--- src/rtl/tick_gen_multi.sv ---
// Multi-channel programmable tick generator: per-channel period, pause, periodic or one-shot mode.
// Define TICKGEN_PRESCALE_EN to add a shared free-running prescaler that stretches every period by PRESCALE.
module tick_gen_multi #(
    parameter int CHANNELS       = 4,
    parameter int WIDTH          = 27,
    parameter int DEFAULT_PERIOD = 75,
    parameter int PRESCALE       = 1000
) (
    input  logic                clk,
    input  logic                rst_n,
    input  logic [CHANNELS-1:0] en,
    input  logic [CHANNELS-1:0] oneshot,
    input  logic [CHANNELS-1:0] load,
    input  logic [WIDTH-1:0]    period_in,
    output logic [CHANNELS-1:0] tick,
    output logic [CHANNELS-1:0] busy
);

    typedef enum logic {
        ST_RUN  = 1'b0,
        ST_DONE = 1'b1
    } state_e;

    state_e              state_q  [CHANNELS];
    state_e              state_d  [CHANNELS];
    logic [WIDTH-1:0]    count_q  [CHANNELS];
    logic [WIDTH-1:0]    count_d  [CHANNELS];
    logic [WIDTH-1:0]    period_q [CHANNELS];
    logic [WIDTH-1:0]    period_d [CHANNELS];
    logic [CHANNELS-1:0] tick_q;
    logic [CHANNELS-1:0] tick_d;
    logic                step;

`ifdef TICKGEN_PRESCALE_EN
    localparam int PS_W = $clog2(PRESCALE);
    logic [PS_W-1:0] ps_q;
    logic [PS_W-1:0] ps_d;

    // Shared across channels and never restarted by load/en, so the first tick after a load has phase jitter.
    always_comb begin
        step = (ps_q == PS_W'(PRESCALE - 1));
        ps_d = step ? '0 : ps_q + PS_W'(1);
    end

    always_ff @(posedge clk) begin
        if (!rst_n) ps_q <= '0;
        else        ps_q <= ps_d;
    end
`else
    logic unused_prescale;
    assign unused_prescale = (PRESCALE >= 2);
    assign step            = 1'b1;
`endif

    always_comb begin
        for (int i = 0; i < CHANNELS; i++) begin
            state_d[i]  = state_q[i];
            count_d[i]  = count_q[i];
            period_d[i] = period_q[i];
            tick_d[i]   = 1'b0;
            if (load[i]) begin
                period_d[i] = (period_in == '0) ? WIDTH'(1) : period_in;
                count_d[i]  = '0;
                state_d[i]  = ST_RUN;
            end else if (state_q[i] == ST_DONE) begin
                count_d[i] = '0;
            end else if (en[i] && step) begin
                if (count_q[i] == period_q[i] - WIDTH'(1)) begin
                    count_d[i] = '0;
                    tick_d[i]  = 1'b1;
                    if (oneshot[i]) state_d[i] = ST_DONE;
                end else begin
                    count_d[i] = count_q[i] + WIDTH'(1);
                end
            end
        end
    end

    // NOTE: the per-channel arrays are small registers, not RAM, so resetting every entry is cheap and required.
    always_ff @(posedge clk) begin
        if (!rst_n) begin
            for (int i = 0; i < CHANNELS; i++) begin
                state_q[i]  <= ST_RUN;
                count_q[i]  <= '0;
                period_q[i] <= WIDTH'(DEFAULT_PERIOD);
            end
            tick_q <= '0;
        end else begin
            for (int i = 0; i < CHANNELS; i++) begin
                state_q[i]  <= state_d[i];
                count_q[i]  <= count_d[i];
                period_q[i] <= period_d[i];
            end
            tick_q <= tick_d;
        end
    end

    always_comb begin
        for (int i = 0; i < CHANNELS; i++) begin
            busy[i] = (state_q[i] == ST_RUN) && en[i];
        end
    end

    assign tick = tick_q;

endmodule

--- config.mk ---
export PLATFORM = sky130hd
export DESIGN_NAME = tick_gen_multi
export DESIGN_NICKNAME = d
export VERILOG_FILES = /design/src/rtl/tick_gen_multi.sv
export SDC_FILE = /design/constraint.sdc
export NUM_CORES = 1
export LEC_CHECK = 0
export BUFFER_PORTS_ARGS = -buffer_cell sky130_fd_sc_hd__buf_2
export CAP_MARGIN = 20
export CORE_UTILIZATION = 57
export DETAILED_ROUTE_END_ITERATION = 10
export GPL_TIMING_DRIVEN = 1
export PLACE_DENSITY = 0.77
export SLEW_MARGIN = 15
export SYNTH_ARGS = -nofsm -noshare
export SYNTH_HDL_FRONTEND = slang
export SYNTH_SLANG_ARGS = --single-unit
--- constraint.sdc ---
create_clock -name clk -period 3.35 [get_ports clk]
set_input_delay 0.1675 -clock clk [delete_from_list [all_inputs] [get_ports clk]]
set_output_delay 0.1675 -clock clk [all_outputs]
set_load 0.01 [all_outputs]
==> impl_metrics.toml <==
[timing]
final_hold_viol_count = 0
worst_slew_pin_slew_ns = 0.8898
clock.fmax_mhz = 302.4
fin_crit_ns = 3.307
setup_slack_ns = 0.04302
finalClockSkew_ns = 0.01134
setup_viol = 0
slew_headroom_pct = 40.68
drv_slew = 0
period_share_pct = 98.72

[worst_setup_path]
endpoint_kind = "register"
crit_type = "register to register"
reg2reg_slack_ns = 0.04
reg2regPathDepth = 9
crit_path_max_fanout = 8
required_ns = 3.76
critPathLaunchType = "register"
rr_endpoint = "count_q[0][2]"
cp_data_arrival_time_ns = 3.72
timing.rr.start = "period_q[0][9]"

[yosys]
synth-adder-area-share_pct = 0.7675
syn_avg_cell_area_sq_um = 8.529
syn_nets = 1578
postSynthCellCount = 1529
ys.flop_type = "dfxtp_1"
synth_edf_count = 0
synth-xor-area-share_pct = 15.51
yosys.area_share.simple_pct = 29.38
ys_seq_elements = 224
synth_mux_area_share_pct = 8.462
synth-compound-area-share_pct = 8.232
synth_top_family_by_area = "simple AND/OR/NAND/NOR gates"
yosysWarnings = 0
syn_area_sq_mm = 0.01304
ys_types = 74
ys_async_sr_fraction_pct = 0
seq_area_frac_synth_pct = 34.39

[finish]
antenna_cells = 0
fin_area_sq_mm = 0.01474
drive_above_1_share_pct = 12.15
final_common_cell = "dfxtp_1"
num-nets-final = 1629
area_growth_pct = 13.01
final_cell_mix = "223 x dfxtp_1, 143 x nor2_1, 130 x xnor2_1"

[placed_design]
pre_cts_ws_ns = 0.03680
place_hpwl_mm = 22.94
place_congestion = 0.9508
dpl-instance-area_sq_mm = 0.01371
port_buffers = 48

[global_route]
grt_first_pass_wirelength_mm = 51.78
overflow = 0
grt_max_degree = 56
grt_usage_pct = 26.63
grt_pass1_vias = 10270
antenna_found_initial = 0

[outcome]
status = "complete, no violations"

[clock_network]
cts_tree = "built"
clock_path_buffers = 3
cts_root_buf = "clkbuf_16"
cts_buffers = 25
cts_sinks = 224
clk_latency_ns = 0.52
clk_pin_slew_ns = 0.06
htreeDepth = 1

[die]
fp-row-count = 54
die_x_microns = 153.3
coreArea_sq_mm = 0.02216
start_util_pct = 58.85
top_level_ports = 49
die-area_sq_mm = 0.02349
die_h_microns = 153.3

[routing]
drcViolationCount = 0
dr.pass1.iters = 5
wl_per_cell_microns = 17.02
drt-vias-per-instance = 5.949
drtAntennaViolNets = 0
drt_wl_total_mm = 31.94
drt_iter0_drc = 898
vias = 11170

[worst_hold_path]
hp-class = "input port to register"
min_to = "count_q[0][0]"
worstHoldStart = "en[0]"
hold_depth = 3

[power]
peakVddDrop_uv = 311.1
power.total_mw = 6.386
power.density_mw_per_mm2 = 433.3
leakage_nw = 5.453

[job]
maxCapViolations = 0
==> logic make-up (layout without fill, tap and decap cells) <==
group,count (synthesis),count (layout)
flip-flops,224,224
adder cells (fa/ha/maj),8,8
XOR/XNOR,231,231
multiplexers,110,110
AO/OA/AOI/OAI,145,145
AND/OR/NAND/NOR,705,705
buffers and inverters,106,174
==> layer usage <==
layer / global-route usage [%] / vias to the layer above / share of wire [%]
met5: 0 / - / 0
met4: 9.668 / 0 / 3.2
met3: 3.289 / 71 / 5.8
met2: 41.97 / 351 / 44
met1: 37.25 / 5216 / 47
li1: - / 5529 / -
==> how the worst max path moves through the flow <==
| stage | start | to | slack (ns) | cells past startpoint |
|---|---|---|---|---|
| 2_1_floorplan | period_q[2][0] | count_q[2][16] | 0.02 | 12 |
| 6_report | period_q[0][9] | count_q[0][2] | 0.04 | 9 |
| 5_1_grt | period_q[0][9] | count_q[0][21] | -0.02 | 9 |
| 3_5_place_dp | period_q[0][1] | count_q[0][0] | 0.04 | 13 |
| 3_3_place_gp | period_q[0][1] | count_q[0][0] | 0.05 | 13 |
| 4_1_cts | period_q[0][1] | count_q[0][0] | 0.008 | 12 |
==> cell usage after synthesis, types with 6 or more instances <==
cell | instances | area (sq um)
or3_1 | 14 | 87.58
buf_1 | 11 | 41.29
or2_2 | 9 | 56.30
nand3_1 | 44 | 220.2
nand2b_1 | 10 | 62.56
clkbuf_1 | 64 | 240.2
nor2_2 | 10 | 62.56
nor4_1 | 48 | 300.3
nor3_1 | 81 | 405.4
xnor2_1 | 130 | 1139
nor3b_1 | 6 | 45.04
and4_1 | 13 | 113.9
ha_1 | 8 | 100.1
nor2_1 | 144 | 540.5
mux2i_1 | 108 | 1081
o21ai_0 | 19 | 95.09
and3_1 | 23 | 143.9
a21oi_1 | 19 | 95.09
inv_1 | 24 | 90.09
nand3b_1 | 6 | 45.04
dfxtp_1 | 224 | 4484
nor2b_1 | 108 | 675.7
nand2_1 | 95 | 356.6
xor2_1 | 101 | 884.6
nand4_1 | 44 | 275.3
nand4b_1 | 6 | 52.55
nor4b_1 | 7 | 61.31
a31oi_1 | 18 | 112.6
a211oi_1 | 9 | 67.56
or4_1 | 13 | 97.59
o211ai_1 | 19 | 142.6
==> report_power, final <==
part / internal [mW] / leakage [nW] / switching [mW]
Sequential: 2.75 / 1.83 / 0.116
Combinational: 0.338 / 3.21 / 0.413
Clock: 1.65 / 0.413 / 1.12
Total: 4.74 / 5.45 / 1.65
==> area by class of cell <==
cell class,count,area (sq um)
clock buffer,32,711.9
clock inverter,12,122.6
fill,1811,7423
inverter,24,90.09
multi-input combinational,1199,8208
sequential,224,4486
tap,280,350.3
timing repair buffer,106,769.5
==> timing repair <==
item	4_1_cts	5_1_grt
buffers inserted	0	4
hold buffers	6	0
pin swaps	0	5
hold endpoints to repair	11	0
cloned	0	2
setup endpoints to repair	7	78
resized for setup	1	11
==> stage by stage <==
step / instances / utilization, % / setup TNS [ns] / hold WS (ns)
after floorplan: 1529 / - / 0 / 0.2963
after global placement: 1820 / 61.88 / 0 / 0.4650
after detailed placement: 1820 / 61.88 / 0 / 0.4786
after CTS: 1870 / 65.95 / 0 / 0.008989
after global routing: 1877 / 66.50 / -0.1479 / 0.01927
final: 1877 / 66.50 / 0 / 0.02177
==> flip-flops by register name (all words and copies together), names as in the netlist <==
signal and flops:
count_q 108, state_q 4, period_q 108, tick 4
==> critical path: stages (launching register included) <==
cell,delay (ns)
dfxtp_1,0.32
or4_4,0.54
or4_4,0.60
o21a_1,0.21
or4_4,0.49
a2111oi_4,0.32
nand4_2,0.20
o21bai_4,0.27
clkbuf_16,0.21
nor2_1,0.04
Power figures use the tool's default switching activity.
